==> src/rtl/ahb_register_slave_if.sv <==
// AHB-Lite bus bundle between the CPU-side master and the endpoint register slave.
interface ahb_register_slave_if;
  logic        hsel;
  logic [3:0]  haddr;
  logic [1:0]  htrans;
  logic [1:0]  hsize;
  logic        hwrite;
  logic [31:0] hwdata;
  logic [31:0] hrdata;
  logic        hresp;
  logic        hready;

  modport master (
    output hsel, haddr, htrans, hsize, hwrite, hwdata,
    input  hrdata, hresp, hready
  );

  modport slave (
    input  hsel, haddr, htrans, hsize, hwrite, hwdata,
    output hrdata, hresp, hready
  );
endinterface

==> src/rtl/ahb_register_slave.sv <==
// AHB-Lite slave exposing the USB endpoint value registers and data-buffer strobes.
// Optional feature macro: AHB_ALIGN_CHECK_EN (misaligned accesses get an ERROR
// response; when undefined the low address bits below the access size are dropped).
module ahb_register_slave (
  input  logic                clk,
  input  logic                rst,
  ahb_register_slave_if.slave bus,
  input  logic [15:0]         statusData,
  input  logic [15:0]         errorData,
  input  logic [7:0]          boData,
  input  logic [7:0]          ehtsData,
  input  logic [31:0]         rxData,
  input  logic                txDone,
  input  logic                bufferCleared,
  output logic                getRxData,
  output logic                storeTxData,
  output logic [31:0]         txData,
  output logic [1:0]          dataSize,
  output logic [7:0]          txPacketDataSize,
  output logic                clearBuffer
);
  localparam int unsigned DATA_W = 32;
  localparam int unsigned ADDR_W = 4;

  localparam logic [3:0] TXCTRL_ADDR = 4'hC;
  localparam logic [3:0] FLUSH_ADDR  = 4'hD;

  localparam logic [2:0] S_IDLE     = 3'd0;
  localparam logic [2:0] S_DATA     = 3'd1;
  localparam logic [2:0] S_BUF_WAIT = 3'd2;
  localparam logic [2:0] S_BUF_RD   = 3'd3;
  localparam logic [2:0] S_ERR1     = 3'd4;
  localparam logic [2:0] S_ERR2     = 3'd5;

  logic [2:0]        state, state_nxt;
  logic [ADDR_W-1:0] addr_q, addr_nxt, aaddr;
  logic [1:0]        size_q, size_nxt, dsize_nxt;
  logic              write_q, write_nxt;
  logic              hready_q, hready_nxt, hresp_q, hresp_nxt;
  logic              get_nxt, store_nxt, accept;
  logic              misalign, is_buf, is_ro, is_bad, addr_err;
  logic [3:0]        be;
  logic [DATA_W-1:0] wlane, rword, rlane, rsel, hrdata_c;
  logic              reg_wr, flush_nxt;
  logic [7:0]        txctrl_nxt;
  logic              unused;

  assign unused     = bus.htrans[0];
  assign txData     = bus.hwdata;
  assign bus.hready = hready_q;
  assign bus.hresp  = hresp_q;
  assign bus.hrdata = hrdata_c;

  // Address-phase decode: effective address and legality of the new transfer
  always_comb begin
    misalign = 1'b0;
    aaddr    = bus.haddr;
`ifdef AHB_ALIGN_CHECK_EN
    case (bus.hsize)
      2'd1:    misalign = bus.haddr[0];
      2'd2:    misalign = (bus.haddr[1:0] != 2'b00);
      default: misalign = 1'b0;
    endcase
`else
    case (bus.hsize)
      2'd0:    aaddr = bus.haddr;
      2'd1:    aaddr = {bus.haddr[3:1], 1'b0};
      default: aaddr = {bus.haddr[3:2], 2'b00};
    endcase
`endif
    is_buf   = (aaddr[3:2] == 2'b00);
    is_ro    = (aaddr[3:2] == 2'b01) || (aaddr[3:2] == 2'b10);
    is_bad   = (aaddr[3:1] == 3'b111);
    // flush_nxt so a buffer access right behind a flush write is already refused
    addr_err = misalign || is_bad || (bus.hwrite && is_ro) || (is_buf && flush_nxt);
  end

  // Data-phase register writes; a bus write beats a same-cycle hardware clear
  always_comb begin
    case (size_q)
      2'd0:    be = 4'(4'b0001 << addr_q[1:0]);
      2'd1:    be = 4'(4'b0011 << addr_q[1:0]);
      default: be = 4'b1111;
    endcase
    wlane      = bus.hwdata << {addr_q[1:0], 3'b000};
    reg_wr     = (state == S_DATA) && write_q && (addr_q[3:2] == TXCTRL_ADDR[3:2]);
    txctrl_nxt = txPacketDataSize;
    flush_nxt  = clearBuffer;
    if (txDone)        txctrl_nxt = 8'h00;
    if (bufferCleared) flush_nxt  = 1'b0;
    if (reg_wr && be[TXCTRL_ADDR[1:0]]) txctrl_nxt = wlane[{TXCTRL_ADDR[1:0], 3'b000} +: 8];
    if (reg_wr && be[FLUSH_ADDR[1:0]])  flush_nxt  = wlane[{FLUSH_ADDR[1:0], 3'b000}];
  end

  // Read data: select the word, shift the addressed lane down, zero the rest
  always_comb begin
    case (addr_q[3:2])
      2'b00:   rword = rxData;
      2'b01:   rword = {errorData, statusData};
      2'b10:   rword = {8'h00, ehtsData, 8'h00, boData};
      default: rword = {16'h0000, 7'h00, clearBuffer, txPacketDataSize};
    endcase
    rlane = rword >> {addr_q[1:0], 3'b000};
    case (size_q)
      2'd0:    rsel = {24'h000000, rlane[7:0]};
      2'd1:    rsel = {16'h0000, rlane[15:0]};
      default: rsel = rlane;
    endcase
    hrdata_c = '0;
    if ((state == S_DATA && !write_q) || state == S_BUF_RD) hrdata_c = rsel;
  end

  // Next-state and registered-output decisions
  always_comb begin
    state_nxt = S_IDLE;
    addr_nxt  = addr_q;
    size_nxt  = size_q;
    write_nxt = write_q;
    get_nxt   = 1'b0;
    store_nxt = 1'b0;
    dsize_nxt = 2'b00;
    accept    = bus.hsel && bus.htrans[1] && hready_q;
    case (state)
      S_BUF_WAIT: state_nxt = S_BUF_RD;
      S_ERR1:     state_nxt = S_ERR2;
      default: begin
        if (accept) begin
          addr_nxt  = aaddr;
          size_nxt  = bus.hsize;
          write_nxt = bus.hwrite;
          if (addr_err) begin
            state_nxt = S_ERR1;
          end else if (is_buf && !bus.hwrite) begin
            state_nxt = S_BUF_WAIT;
            get_nxt   = 1'b1;
            dsize_nxt = bus.hsize;
          end else begin
            state_nxt = S_DATA;
            if (is_buf) begin
              store_nxt = 1'b1;
              dsize_nxt = bus.hsize;
            end
          end
        end
      end
    endcase
    hready_nxt = !((state_nxt == S_BUF_WAIT) || (state_nxt == S_ERR1));
    hresp_nxt  = (state_nxt == S_ERR1) || (state_nxt == S_ERR2);
  end

  // State, captured control and output registers
  always_ff @(posedge clk or posedge rst) begin
    if (rst) begin
      state            <= S_IDLE;
      addr_q           <= '0;
      size_q           <= 2'b00;
      write_q          <= 1'b0;
      hready_q         <= 1'b1;
      hresp_q          <= 1'b0;
      getRxData        <= 1'b0;
      storeTxData      <= 1'b0;
      dataSize         <= 2'b00;
      txPacketDataSize <= 8'h00;
      clearBuffer      <= 1'b0;
    end else begin
      state            <= state_nxt;
      addr_q           <= addr_nxt;
      size_q           <= size_nxt;
      write_q          <= write_nxt;
      hready_q         <= hready_nxt;
      hresp_q          <= hresp_nxt;
      getRxData        <= get_nxt;
      storeTxData      <= store_nxt;
      dataSize         <= dsize_nxt;
      txPacketDataSize <= txctrl_nxt;
      clearBuffer      <= flush_nxt;
    end
  end
endmodule

==> src/flat_wrapper.sv <==
// flat-port wrapper written by rule: the top's interface ports become plain ports
module ahb_register_slave_flat 
  (clk, rst, statusData, errorData, boData, ehtsData, rxData, txDone, bufferCleared, getRxData, storeTxData, txData, dataSize, txPacketDataSize, clearBuffer, bus_hsel, bus_haddr, bus_htrans, bus_hsize, bus_hwrite, bus_hwdata, bus_hrdata, bus_hresp, bus_hready);
  ahb_register_slave_if bus_i ();
  input  logic clk;
  input  logic rst;
  input  logic [15:0] statusData;
  input  logic [15:0] errorData;
  input  logic [7:0] boData;
  input  logic [7:0] ehtsData;
  input  logic [31:0] rxData;
  input  logic txDone;
  input  logic bufferCleared;
  output logic getRxData;
  output logic storeTxData;
  output logic [31:0] txData;
  output logic [1:0] dataSize;
  output logic [7:0] txPacketDataSize;
  output logic clearBuffer;
  input wire logic [$bits(bus_i.hsel)-1:0] bus_hsel;
  input wire logic [$bits(bus_i.haddr)-1:0] bus_haddr;
  input wire logic [$bits(bus_i.htrans)-1:0] bus_htrans;
  input wire logic [$bits(bus_i.hsize)-1:0] bus_hsize;
  input wire logic [$bits(bus_i.hwrite)-1:0] bus_hwrite;
  input wire logic [$bits(bus_i.hwdata)-1:0] bus_hwdata;
  output wire logic [$bits(bus_i.hrdata)-1:0] bus_hrdata;
  output wire logic [$bits(bus_i.hresp)-1:0] bus_hresp;
  output wire logic [$bits(bus_i.hready)-1:0] bus_hready;
  assign bus_i.hsel = bus_hsel;
  assign bus_i.haddr = bus_haddr;
  assign bus_i.htrans = bus_htrans;
  assign bus_i.hsize = bus_hsize;
  assign bus_i.hwrite = bus_hwrite;
  assign bus_i.hwdata = bus_hwdata;
  assign bus_hrdata = bus_i.hrdata;
  assign bus_hresp = bus_i.hresp;
  assign bus_hready = bus_i.hready;
  ahb_register_slave u_core (.clk(clk), .rst(rst), .bus(bus_i), .statusData(statusData), .errorData(errorData), .boData(boData), .ehtsData(ehtsData), .rxData(rxData), .txDone(txDone), .bufferCleared(bufferCleared), .getRxData(getRxData), .storeTxData(storeTxData), .txData(txData), .dataSize(dataSize), .txPacketDataSize(txPacketDataSize), .clearBuffer(clearBuffer));
endmodule
==> config.mk <==
export PLATFORM = sky130hd
export DESIGN_NAME = ahb_register_slave_flat
export DESIGN_NICKNAME = d
export VERILOG_FILES = /design/src/rtl/ahb_register_slave_if.sv /design/src/rtl/ahb_register_slave.sv /design/src/flat_wrapper.sv
export SDC_FILE = /design/constraint.sdc
export NUM_CORES = 1
export LEC_CHECK = 0
export ABC_CLOCK_PERIOD_IN_PS = 4200
export BUFFER_PORTS_ARGS = -buffer_cell sky130_fd_sc_hd__buf_2
export CAP_MARGIN = 5
export CORE_ASPECT_RATIO = 0.9
export CORE_MARGIN = 2
export CORE_UTILIZATION = 44
export CTS_CLUSTER_SIZE = 8
export DETAILED_ROUTE_END_ITERATION = 10
export PLACE_DENSITY = 0.92
export SLEW_MARGIN = 20
export SYNTH_ARGS = -nofsm -noshare
export SYNTH_HDL_FRONTEND = slang
export SYNTH_SLANG_ARGS = --single-unit
==> constraint.sdc <==
create_clock -name clk -period 4.2 [get_ports clk]
set_clock_uncertainty 0.1 [all_clocks]
set_input_delay 0.42 -clock clk [delete_from_list [all_inputs] [get_ports clk]]
set_output_delay 0.42 -clock clk [all_outputs]
set_load 0.01 [all_outputs]
---- Word-level counts from Yosys, hierarchy flattened ----
Cells that the tools add are included.
cells by class
  equal/unequal tests ..................... 15
  shift operators ......................... 4
  bitwise gates (word level) .............. 1
  reduce and logical (&&, ||, !) cells .... 26
  muxes and demuxes ....................... 27
operator list
  cell                                                                   count
  32-bit one-hot mux with 3 select lines                                 1
  32-bit one-hot mux with 2 select lines                                 1
  32-bit 2-to-1 mux                                                      1
  32-bit by 5-bit left shift with 9-bit output                           1
  32-bit by 5-bit right shift with 32-bit output                         1
  8-bit 2-to-1 mux                                                       2
  3-bit equality test, second input constant                             4
  2-bit 2-to-1 mux                                                       6
  1-bit 2-to-1 mux                                                       11
  1-bit logical AND                                                      10
  3-bit by 2-bit equality test with 1-bit output, second input constant  3
  2-bit by 1-bit equality test with 1-bit output, second input constant  4
  2-bit zero test                                                        4
  2-bit one-hot mux with 2 select lines                                  2
  2-bit equality test, second input constant                             3
  1-bit logical OR                                                       6
  3-bit 2-to-1 mux                                                       2
  3-bit one-hot mux with 2 select lines                                  1
  3-bit by 1-bit equality test with 1-bit output, second input constant  1
  1-bit zero test                                                        3
  2-bit AND reduction                                                    1
  2-bit nonzero test                                                     1
  2-bit OR reduction                                                     1
  1-bit by 2-bit left shift with 2-bit output, first input constant      1
  other kinds (2)                                                        2
word-level totals
  register bits ........................... 25
  input port bits ......................... 126
  output and inout bits ................... 79
  word-level logic and storage cells ...... 84

---- Longest topological paths before layout ----
Gate-level depths: netlist of run 1.
  depth in word-level cells ............... 13
  gate-level depth with buffers ........... 8
  mapped depth without buffers ............ 7

---- Worst setup path after synthesis of run 1 ----
OpenSTA, ideal clock, no wires.
  path type ............................... flip-flop to output port
  start ................................... reg u_core.state[2]
  end ..................................... out bus_hrdata[24]
  arrival ................................. 1.808 ns
  setup slack ............................. 1.872 ns
  cell stages (with the launch flop) ...... 9
  buffers on the path ..................... 3
  required time ........................... 3.680 ns
  cell sequence ........................... dfrtp_1 -> nand2b_4 -> nand2b_4 -> buf_6 -> or3_1 -> buf_2 -> or2_1 -> buf_6 -> nor3_2
on the way
  longest elaborated chain between the ends .. 4
  elaborated cells on any way between the ends .. 5
  classes of those cells .................. eq/ne (2); mux (1); reduce/logical (2)
ends and longest elaborated chain
  element                                         line                       source
  start, declared                                 ahb_register_slave.sv:35   logic [2:0] state, state_nxt;
  start signal, assigned                          ahb_register_slave.sv:166  state <= state_nxt;
  3-bit by 1-bit equality test with 1-bit output  ahb_register_slave.sv:110  if ((state == S_DATA && !write_q) || state == S_BUF_RD) hrdata_c = rsel;
  1-bit logical AND                               ahb_register_slave.sv:110
  1-bit logical OR (*)                            ahb_register_slave.sv:110
  32-bit 2-to-1 mux (*)                           ahb_register_slave.sv:110
  end, declared                                   flat_wrapper.sv:26         output wire logic [$bits(bus_i.hrdata)-1:0] bus_hrdata;
Every way passes the cells marked *; elsewhere a longest branch is shown, timed or not.

---- Worst setup path after layout of run 1 ----
  start ................................... reg u_core.addr_q[3]
  end ..................................... out bus_hrdata[5]
on the way
  longest elaborated chain between the ends .. 5
  elaborated cells on any way between the ends .. 7
  classes of those cells .................. eq/ne (2); shift (1); mux (3); reduce/logical (1)
ends and longest elaborated chain
  element                                             line                       source
  start, declared                                     ahb_register_slave.sv:36   logic [ADDR_W-1:0] addr_q, addr_nxt, aaddr;
  start signal, assigned                              ahb_register_slave.sv:167  addr_q <= addr_nxt;
  2-bit equality test, or another cell as far along   ahb_register_slave.sv:97   case (addr_q[3:2])
  32-bit one-hot mux with 3 select lines (*)          ahb_register_slave.sv:97
  32-bit by 5-bit right shift with 32-bit output (*)  ahb_register_slave.sv:103  rlane = rword >> {addr_q[1:0], 3'b000};
  32-bit one-hot mux with 2 select lines (*)          ahb_register_slave.sv:104  case (size_q)
  32-bit 2-to-1 mux (*)                               ahb_register_slave.sv:110
Marked as above.

==> metrics.log, run 1 <==
[metrics] number of buffers inserted by post-CTS setup repair: 0
[metrics] worst skew pair latency: 270 ps
[metrics] floorplan die area: 6590 µm²
[metrics] number of buffers created by CTS: 3
[metrics] number of maximum-capacitance violations: 0
[metrics] effective utilization at floorplan: 45.8%
[metrics] P&R area growth vs syn: 22.5%
[metrics] hold violation count in the final report: 0
[metrics] Seq/Total Area, Yosys: 23.9%
[metrics] most repeated library cell on the critical path: sky130_fd_sc_hd__o21ai_0
[metrics] leakage power figure: 1.64 nW
[metrics] DRC violations left: 0
[metrics] drt first-iter violations: 121
[metrics] portion of synthesized cell area occupied by the leading cell type: 22.9%
[metrics] iteration count of the initial detailed-routing pass: 5
[metrics] unrepaired setup endpoints after global routing: no
[metrics] number of warning messages in the yosys log: 0
[metrics] Die Span X: 85.3 µm
[metrics] gate count of the mapped netlist: 319
[metrics] count of unique library cells instantiated by Yosys: 39
[metrics] gpl congestion: 0.907
[metrics] result of the run: completed
[metrics] fraction of layout cells with a size suffix above 1: 44.7%
[metrics] initial antenna violation count: 1
[metrics] critical path class: reg -> out
[metrics] final clock period utilization by the worst path: 74.7%
[metrics] cell types with the largest area share after synthesis: sky130_fd_sc_hd__dfrtp_1 (23%), sky130_fd_sc_hd__buf_4 (9.7%), sky130_fd_sc_hd__mux2i_1 (9.2%)
[metrics] element type at the critical path end: output pin
[metrics] post-route antenna net violation count: 0
[metrics] worst min-delay path class: in -> async
[metrics] largest area contributor in the netlist: sky130_fd_sc_hd__dfrtp_1
[metrics] top fanout value on the critical path: 43
[metrics] areal power density over the cells: 330 nW/µm²
[metrics] Worst path slowest cell: sky130_fd_sc_hd__dfrtp_2
[metrics] number of nets in the finished design: 555
[metrics] maximum frequency from static timing analysis: 319 MHz
[metrics] primary flip-flop cell chosen by synthesis mapping: sky130_fd_sc_hd__dfrtp_1
[metrics] Core Box Area: 5730 µm²
[metrics] Root Buffer Master: sky130_fd_sc_hd__clkbuf_8
[metrics] slew at the pin closest to its max-slew limit: 957 ps
[metrics] area of placed instances: 3160 µm²
[metrics] post-route total power: 0.00106 W
[metrics] flip-flop and latch count after synthesis: 25
[metrics] total wire length after detailed routing: 8520 µm
[metrics] share of async-settable or async-resettable flops after synthesis: 100%
[metrics] design area: 3210 µm²
[metrics] number of pins exceeding their max-slew limit in the final report: 0
[metrics] minimum clock period after layout: 3140 ps
[metrics] top-count cell post-synth: sky130_fd_sc_hd__nor2_1
[metrics] syn_area_per_cell: 8.21 µm²
[metrics] via count: 2778
[metrics] cell types with the highest counts after synthesis: sky130_fd_sc_hd__nor2_1 (38), sky130_fd_sc_hd__o21ai_0 (35), sky130_fd_sc_hd__buf_4 (34)
[metrics] number of global-route vias before repair: 2569
[metrics] num ports: 205
[metrics] cells traversed along the worst timing path: nor2b_1 > nand2_1 > o21ai_0 > o21ai_0 > a211oi_1 > buf_2
[metrics] number of clock sinks seen by CTS: 25
[metrics] IO Port Bufs: 157
[metrics] worst path required time: 3680 ps
[metrics] detailed placement HPWL: 6780 µm
[metrics] clock input transition at the sequential cells of the worst setup and hold paths: 90 ps
[metrics] final sum of negative setup slack: 0 ps
[metrics] wire length of the first global-routing pass: 12700 µm
[metrics] # resized after CTS: 0
[metrics] cell depth of the worst flop-to-flop path: 5
[metrics] Final Setup Violations: 0
[metrics] Overflow after GRT: 0
[metrics] worst-case vdd ir drop: 219 µV
[metrics] CTS tree: built
[metrics] maximum root-to-sink buffer count: 2
[metrics] number of enable-type register cells in the synthesized netlist: 0
[metrics] Slew Limit Headroom: 36.2%
[metrics] Setup Slack @ Placement: 1450 ps
[metrics] overall die height: 77.2 µm
[metrics] total routing usage reported by global routing: 24.2%
[metrics] number of vias per cell: 5.58
[metrics] delay of the slowest cell on the worst path: 980 ps
[metrics] total number of H-tree levels: 1
[metrics] Synth Cell Area: 2620 µm²
[metrics] per-cell routed wire length: 17.1 µm
[metrics] post-cts hold buffer count: 0
[metrics] element type at the critical path start: flip-flop
[metrics] final worst-path setup slack: 1060 ps
[metrics] number of cell rows: 26
[metrics] arrival time reported for the critical path endpoint: 2620 ps
[metrics] largest net degree at the start of global routing: 47
[metrics] Net Count, Synth: 446
==> kinds of logic (layout without fill, tap and decap cells) <==
kind of cell	count (synthesis)	after routing	synth area share, %
xor+xnor	1	1	0.334
simple gates	113	113	22.7
compound gates	84	84	21.2
mux	34	34	16.9
other cells	0	1	0
buf+inv	61	169	14.5
flops	25	25	23.9
fa+ha+maj	1	1	0.477
==> routing by layer <==
| layer | global-route usage [%] | up-vias | share of wire [%] |
|---|---|---|---|
| met5 | 0 | - | 0 |
| met4 | 6.83 | 0 | 1.0 |
| met3 | 4.31 | 6 | 9.3 |
| met2 | 42.7 | 167 | 50 |
| met1 | 29.9 | 1279 | 39 |
| li1 | - | 1326 | - |
==> final cells by class <==
type / instances / area (µm²)
antenna: 1 / 2.50
clock inverter: 1 / 5.00
sequential: 25 / 629
fill: 555 / 2510
tap: 70 / 87.6
multi-input combinational: 233 / 1610
clock buffer: 3 / 41.3
timing repair buffer: 161 / 816
inverter: 4 / 15.0
==> registers in the layout, summed over array words and instances, names as in the netlist <==
name,count
u_core.addr_q,4
u_core.bus.hready,1
u_core.bus.hresp,1
u_core.clearBuffer,1
u_core.dataSize,2
u_core.getRxData,1
u_core.size_q,2
u_core.state,3
u_core.storeTxData,1
u_core.txPacketDataSize,8
u_core.write_q,1
==> worst paths after layout <==
check	from	to	slack, ps
min in group clk	bus_hwdata[2]	u_core.txPacketDataSize[2]	280
setup reg to reg	u_core.addr_q[3]	u_core.state[1]	1440
setup / recovery	u_core.addr_q[3]	bus_hrdata[5]	1060
max in group asynchronous	rst	u_core.addr_q[3]	3100
hold reg to reg	u_core.write_q	u_core.write_q	420
hold / removal	rst	u_core.bus.hresp	250
==> worst max-delay path, delay by kind of cell (launching register included) <==
family	cells	cell delay [ps]
compound gates	3	760
simple gates	2	430
flops	1	980
buf+inv	1	160
==> report_power, final <==
group / leakage [nW] / internal [W] / switching [W]
logic: 1.28 / 0.000261 / 0.000321
clock network: 0.0255 / 0.0000664 / 0.0000781
registers: 0.331 / 0.000265 / 0.0000686
total: 1.64 / 0.000592 / 0.000468
==> cell usage in the layout, fill, tap and decap left out, drive strengths merged, types with 9 or more instances in the layout <==
cell / count
a22o: 9
buf: 161
nor2: 38
nand2: 26
dfrtp: 24
nor2b: 13
nor3: 19
o21ai: 35
mux2i: 24
a211oi: 16
==> through the flow <==
step                util, %  hold slack, ps  std cells
floorplan                 -             347        319
global placement       55.2             382        493
detailed placement     55.2             405        493
CTS                    56.0             275        497
global route           56.1             260        498
finish                 56.1             252        498
Power figures use the tool's default switching activity.
==> run 2: changes to the inputs <==
- ABC_CLOCK_PERIOD_IN_PS: 4200 -> 3250
- CORE_UTILIZATION: 44 -> 41
- PLACE_DENSITY: 0.92 -> 0.87
- clock period: 4.2 -> 3.25 ns (I/O delays scaled with it)
==> run 2 against run 1 <==
Sequential power grew 24%. Cell count grew 3.2%. Clock power grew 25%. Critical path depth is the same. Sequential cell count is the same. Die area grew 7.0%. Via count shrank 1.0%. Final area grew 0.55%. Critical path type unchanged. Critical endpoint is now bus_hrdata[4].
==> metrics.log, run 2 (synthesis gave the netlist of run 1 again) <==
[metrics] power share of the sequential group: 30.2%
[metrics] hold violation count in the final report: 0
[metrics] most common cell after layout, fill and taps aside: sky130_fd_sc_hd__buf_2
[metrics] slew at the pin closest to its max-slew limit: 934 ps
[metrics] number of global-route vias before repair: 2535
[metrics] gpl congestion: 0.928
[metrics] number of maximum-capacitance violations: 0
[metrics] area of placed instances: 3180 µm²
[metrics] maximum frequency from static timing analysis: 344 MHz
[metrics] Antenna Cells: 0
[metrics] number of nets in the finished design: 555
[metrics] number of vias per cell: 5.35
[metrics] total routing usage reported by global routing: 22.0%
[metrics] source of the worst register-to-register timing path: u_core.addr_q[3]
[metrics] total met2 wirelength after detailed routing: 4000 µm
[metrics] worst-case vdd ir drop: 245 µV
[metrics] post-route antenna net violation count: 0
[metrics] minimum clock period after layout: 2910 ps
[metrics] total number of H-tree levels: 1
[metrics] worst min-delay path class: in -> async
[metrics] design area: 3230 µm²
[metrics] cell depth of the worst flop-to-flop path: 5
[metrics] iteration count of the initial detailed-routing pass: 4
[metrics] Comb power frac: 56.6%
[metrics] Overflow after GRT: 0
[metrics] Root Buffer Master: sky130_fd_sc_hd__clkbuf_8
[metrics] Core Box Area: 6150 µm²
[metrics] CTS tree: built
[metrics] top layer in use: met4
[metrics] Largest register FFs: 8
[metrics] design internal power: 0.000766 W
[metrics] num ports: 205
[metrics] maximum root-to-sink buffer count: 2
[metrics] final sum of negative setup slack: 0 ps
[metrics] drt first-iter violations: 103
[metrics] leakage power figure: 1.64 nW
[metrics] P&R area growth vs syn: 23.2%
[metrics] number of buffers created by CTS: 3
[metrics] number of cell rows: 27
[metrics] Slew Limit Headroom: 37.7%
[metrics] Clk network pwr share: 13.3%
[metrics] wire length of the first global-routing pass: 12100 µm
[metrics] detailed placement HPWL: 6570 µm
[metrics] initial antenna violation count: 0
[metrics] Most flops, register: u_core.txPacketDataSize
[metrics] overall die height: 79.8 µm
[metrics] via count: 2750
[metrics] Die Span X: 88.3 µm
[metrics] result of the run: completed
[metrics] number of pins exceeding their max-slew limit in the final report: 0
[metrics] DRC violations left: 0
[metrics] floorplan die area: 7050 µm²
[metrics] sum of routed wire segments on met1: 3410 µm
[metrics] element type at the critical path end: output pin
[metrics] # resized after CTS: 0
[metrics] clock input transition at the sequential cells of the worst setup and hold paths: 90 ps
[metrics] worst path required time: 2820 ps
[metrics] leading cell types in the layout, fill and taps excluded: sky130_fd_sc_hd__buf_2 (157), sky130_fd_sc_hd__nor2_1 (38), sky130_fd_sc_hd__o21ai_0 (35), sky130_fd_sc_hd__nand2_1 (26), sky130_fd_sc_hd__mux2i_1 (24)
[metrics] total wire length after detailed routing: 8310 µm
[metrics] effective utilization at floorplan: 42.6%
[metrics] areal power density over the cells: 423 nW/µm²
[metrics] worst skew pair latency: 270 ps
[metrics] Critical R2R Capture: u_core.state[0]
[metrics] NetSw: 0.000601 W
[metrics] number of clock sinks seen by CTS: 25
[metrics] fraction of layout cells with a size suffix above 1: 44.5%
[metrics] met3 routed WL: 768 µm
[metrics] unrepaired setup endpoints after global routing: no
[metrics] FF-to-FF setup slack: 840 ps
[metrics] post-cts hold buffer count: 0
[metrics] IO Port Bufs: 157
[metrics] per-cell routed wire length: 16.2 µm
[metrics] critical path class: reg -> out
[metrics] number of buffers inserted by post-CTS setup repair: 0
[metrics] largest registers: u_core.txPacketDataSize (8), u_core.addr_q (4), u_core.state (3)
[metrics] element type at the critical path start: flip-flop
[metrics] Final Setup Violations: 0
[metrics] arrival time reported for the critical path endpoint: 2480 ps
[metrics] largest net degree at the start of global routing: 47
[metrics] top fanout value on the critical path: 21
[metrics] final clock period utilization by the worst path: 89.4%
[metrics] sw frac: 44.0%
run 2: cell types whose count changed in the layout (fill, tap and decap cells not counted):
cell and delta:
sky130_fd_sc_hd__clkbuf_1 +1, sky130_fd_sc_hd__clkinv_2 -1, sky130_fd_sc_hd__diode_2 -1
run 2: layout make-up:
class	instances	area (µm²)
multi-input cells	233	1610
repair buffers	161	816
well taps	87	109
fillers	604	2920
inverters	4	15.0
clock buffers	4	45.0
flip-flops and latches	25	629
run 2: power groups by stage:
stage | Sequential, W | Clock [W] | Combinational [W]
floorplan | 0.000368 | 0 | 0.000633
global placement | 0.000416 | 0 | 0.000749
detailed placement | 0.000418 | 0 | 0.000767
CTS | 0.000412 | 0.000188 | 0.000768
global route | 0.000422 | 0.000203 | 0.000845
finish | 0.000413 | 0.000181 | 0.000773
run 2: per-layer routing:
layer / global-route usage, % / vias to the layer above
met5: 0 / -
met4: 5.61 / 0
met3: 3.62 / 10
met2: 38.6 / 149
met1: 27.9 / 1259
li1: - / 1332
run 2: stage by stage:
stage | utilization [%] | hold slack (ps) | worst slack [ps] | total power [W] | std cells
finish | 52.5 | 148 | 344 | 0.00137 | 514
global route | 52.5 | 192 | 218 | 0.00147 | 514
CTS | 52.5 | 184 | 417 | 0.00137 | 514
detailed placement | 51.8 | 411 | 724 | 0.00118 | 510
global placement | 51.8 | 382 | 781 | 0.00116 | 510
floorplan | - | 252 | 1020 | 0.00100 | 319
run 2: worst max-delay path by stage:
stage | from | end | slack, ps | cells past startpoint
6_report | u_core.addr_q[3] | bus_hrdata[4] | 340 | 6
5_1_grt | u_core.addr_q[2] | bus_hrdata[11] | 220 | 7
4_1_cts | u_core.addr_q[3] | bus_hrdata[7] | 420 | 6
3_5_place_dp | u_core.addr_q[3] | bus_hrdata[7] | 720 | 6
3_3_place_gp | u_core.addr_q[3] | bus_hrdata[4] | 780 | 6
2_1_floorplan | u_core.state[2] | bus_hrdata[24] | 1020 | 8
run 2: worst max-delay path, cell delays in order (launching register included):
cell	delay [ps]
sky130_fd_sc_hd__dfrtp_2	630
sky130_fd_sc_hd__nor2b_1	490
sky130_fd_sc_hd__nand2_1	90
sky130_fd_sc_hd__o21ai_0	180
sky130_fd_sc_hd__o21ai_0	260
sky130_fd_sc_hd__a211oi_1	350
sky130_fd_sc_hd__buf_2	190
==> run 3: changes to the inputs <==
- ABC_AREA: default -> 1
- CORE_UTILIZATION: 41 -> 40
- PLACE_DENSITY: 0.87 -> 0.86
==> run 3 against run 2 <==
Utilization shrank 1.3 points. Critical path depth grew 1. Clock power grew 2%. Worst setup slack gained 76 ps. Synthesized area shrank 3.6%. Critical path type unchanged.
==> metrics.log, run 3 <==
[metrics] arrival time reported for the critical path endpoint: 2410 ps
[metrics] number of buffers created by CTS: 3
[metrics] cell depth of the worst flop-to-flop path: 10
[metrics] largest area contributor in the netlist: sky130_fd_sc_hd__dfrtp_1
[metrics] leakage power figure: 1.83 nW
[metrics] top fanout value on the critical path: 28
[metrics] Die Span X: 87.7 µm
[metrics] primary flip-flop cell chosen by synthesis mapping: sky130_fd_sc_hd__dfrtp_1
[metrics] element type at the critical path start: flip-flop
[metrics] Final Setup Violations: 0
[metrics] Synth Cell Area: 2520 µm²
[metrics] number of pins exceeding their max-slew limit in the final report: 0
[metrics] area of all sequential standard cells: 627 µm²
[metrics] FF-to-FF setup slack: 1070 ps
[metrics] fraction of layout cells with a size suffix above 1: 35.8%
[metrics] delay of the slowest cell on the worst path: 620 ps
[metrics] worst path required time: 2820 ps
[metrics] largest registers: u_core.txPacketDataSize (8), u_core.addr_q (4), u_core.state (3)
[metrics] Largest register FFs: 8
[metrics] Overflow after GRT: 0
[metrics] unrepaired setup endpoints after global routing: no
[metrics] number of nets in the finished design: 639
[metrics] CTS tree: built
[metrics] cells traversed along the worst timing path: inv_2 > nor2_4 > nand2_1 > o211ai_1 > nor2_1 > a211oi_1 > buf_2
[metrics] Worst path slowest cell: sky130_fd_sc_hd__dfrtp_1
[metrics] maximum root-to-sink buffer count: 2
[metrics] detailed placement HPWL: 6660 µm
[metrics] worst skew pair latency: 270 ps
[metrics] via count: 3039
[metrics] number of vias per cell: 5.08
[metrics] Layout Cells excl Fill: 598
[metrics] syn_area_per_cell: 6.36 µm²
[metrics] result of the run: completed
[metrics] number of cell rows: 27
[metrics] slew at the pin closest to its max-slew limit: 941 ps
[metrics] number of global-route vias before repair: 2782
[metrics] leading cell types in the layout, fill and taps excluded: sky130_fd_sc_hd__buf_2 (157), sky130_fd_sc_hd__nand2_1 (103), sky130_fd_sc_hd__nand3_1 (42), sky130_fd_sc_hd__nor2_1 (38), sky130_fd_sc_hd__inv_1 (34)
[metrics] num ports: 205
[metrics] cell types with the highest counts after synthesis: sky130_fd_sc_hd__nand2_1 (103), sky130_fd_sc_hd__nand3_1 (42), sky130_fd_sc_hd__nor2_1 (38)
[metrics] number of enable-type register cells in the synthesized netlist: 0
[metrics] areal power density over the cells: 650 nW/µm²
[metrics] post-route antenna net violation count: 0
[metrics] effective utilization at floorplan: 41.3%
[metrics] number of clock sinks seen by CTS: 25
[metrics] Root Buffer Master: sky130_fd_sc_hd__clkbuf_8
[metrics] critical path class: reg -> out
[metrics] Antenna Cells: 0
[metrics] floorplan die area: 6960 µm²
[metrics] maximum frequency from static timing analysis: 353 MHz
[metrics] Layout fillers: 647
[metrics] most common cell after layout, fill and taps aside: sky130_fd_sc_hd__buf_2
[metrics] wire length of the first global-routing pass: 12900 µm
[metrics] clock input transition at the sequential cells of the worst setup and hold paths: 90 ps
[metrics] Worst Hold Slack: 156 ps
[metrics] post-cts hold buffer count: 0
[metrics] DRC violations left: 0
[metrics] # resized after CTS: 0
[metrics] Setup Slack @ Placement: 751 ps
[metrics] Setup crit end: bus_hrdata[14]
[metrics] share of async-settable or async-resettable flops after synthesis: 100%
[metrics] Net Count, Synth: 524
[metrics] minimum clock period after layout: 2830 ps
[metrics] Seq/Total Area, Yosys: 24.8%
[metrics] post-route total power: 0.00204 W
[metrics] gate count of the mapped netlist: 397
[metrics] number of buffers inserted by post-CTS setup repair: 0
[metrics] top-count cell post-synth: sky130_fd_sc_hd__nand2_1
[metrics] element type at the critical path end: output pin
[metrics] initial antenna violation count: 0
[metrics] number of warning messages in the yosys log: 0
[metrics] final worst-path setup slack: 419 ps
[metrics] hold violation count in the final report: 0
[metrics] Largest delay share family, worst path: simple AND/OR/NAND/NOR gates
[metrics] Slew Limit Headroom: 37.2%
[metrics] total wire length after detailed routing: 8350 µm
[metrics] flip-flop and latch count after synthesis: 25
[metrics] total routing usage reported by global routing: 23.2%
[metrics] worst-case vdd ir drop: 278 µV
[metrics] iteration count of the initial detailed-routing pass: 4
[metrics] logic depth of the worst setup path including buffers: 7
[metrics] crit path from: u_core.addr_q[2]
[metrics] count of unique library cells instantiated by Yosys: 35
[metrics] Critical R2R Capture: u_core.bus.hready
[metrics] portion of synthesized cell area occupied by the leading cell type: 23.8%
[metrics] P&R area growth vs syn: 24.0%
[metrics] final clock period utilization by the worst path: 87.1%
[metrics] worst min-delay path class: in -> async
[metrics] gpl congestion: 0.861
[metrics] final sum of negative setup slack: 0 ps
[metrics] number of maximum-capacitance violations: 0
[metrics] area of the multi-input gates: 1380 µm²
[metrics] source of the worst register-to-register timing path: u_core.addr_q[1]
[metrics] cell types with the largest area share after synthesis: sky130_fd_sc_hd__dfrtp_1 (24%), sky130_fd_sc_hd__nand2_1 (15%), sky130_fd_sc_hd__buf_4 (10%)
[metrics] overall die height: 79.4 µm
[metrics] Core Box Area: 6110 µm²
[metrics] number of placed instances with taps included: 594
[metrics] IO Port Bufs: 157
[metrics] per-cell routed wire length: 14.0 µm
[metrics] largest net degree at the start of global routing: 29
[metrics] drt first-iter violations: 149
[metrics] total number of H-tree levels: 1
[metrics] worst path buffer plus inverter count: 2
[metrics] Most flops, register: u_core.txPacketDataSize
[run 3: metal layers]
layer  track usage (%)  vias to the layer above  routed length (µm)
li1                  -                     1500                   -
met4              3.38                        0                  51
met5                 0                        -                   0
met1              30.2                     1406                3490
met2              41.1                      129                4180
met3              3.52                        4                 624
[run 3: metrics by stage]
step | cell area, µm² | util, %
final | 3130 | 51.2
after global routing | 3130 | 51.2
after CTS | 3130 | 51.2
after detailed placement | 3090 | 50.5
after global placement | 3090 | 50.5
after floorplan | 2520 | -
[run 3: power breakdown]
group | total, W | internal (W) | switching (W) | leakage [nW]
sequential | 0.000480 | 0.000371 | 0.000109 | 0.333
combinational | 0.00137 | 0.000482 | 0.000890 | 1.47
clock | 0.000185 | 0.0000876 | 0.0000976 | 0.0228
[run 3: worst min path at each step]
stage	from	endpoint	slack (ps)	depth (start not counted)
6_report	rst	u_core.bus.hresp	160	2
5_1_grt	bus_hwdata[7]	u_core.txPacketDataSize[7]	190	3
4_1_cts	bus_hwdata[7]	u_core.txPacketDataSize[7]	190	3
3_5_place_dp	u_core.txPacketDataSize[0]	u_core.txPacketDataSize[0]	420	2
3_3_place_gp	u_core.write_q	u_core.write_q	420	2
2_1_floorplan	rst	u_core.addr_q[0]	250	1
[run 3: logic make-up after synthesis]
group                    count (synthesis)  synth area share, %
AND/OR/NAND/NOR                        198                 34.1
multiplexers                             1                0.396
adder cells (fa/ha/maj)                  1                0.495
buffers and inverters                   91                 20.4
flip-flops                              25                 24.8
AO/OA/AOI/OAI                           81                 19.8
[run 3: final cells by class]
cell class	count	share of cell area, %
Clock buffer	4	1.44
Inverter	40	4.83
Multi-Input combinational cell	281	44.2
Sequential cell	25	20.0
Tap cell	87	3.48
Timing Repair Buffer	161	26.0
[run 3: worst register-to-register path: stages, from the launching register on]
cell                      delay [ps]
sky130_fd_sc_hd__dfrtp_1         580
sky130_fd_sc_hd__inv_2           290
sky130_fd_sc_hd__nand2_1         300
sky130_fd_sc_hd__o21ai_0         290
sky130_fd_sc_hd__nand3_2         110
sky130_fd_sc_hd__nand2_2         110
sky130_fd_sc_hd__nand2_4          70
sky130_fd_sc_hd__nand2_2          70
sky130_fd_sc_hd__nand2_2          60
sky130_fd_sc_hd__nand2_1         100
sky130_fd_sc_hd__inv_1            40
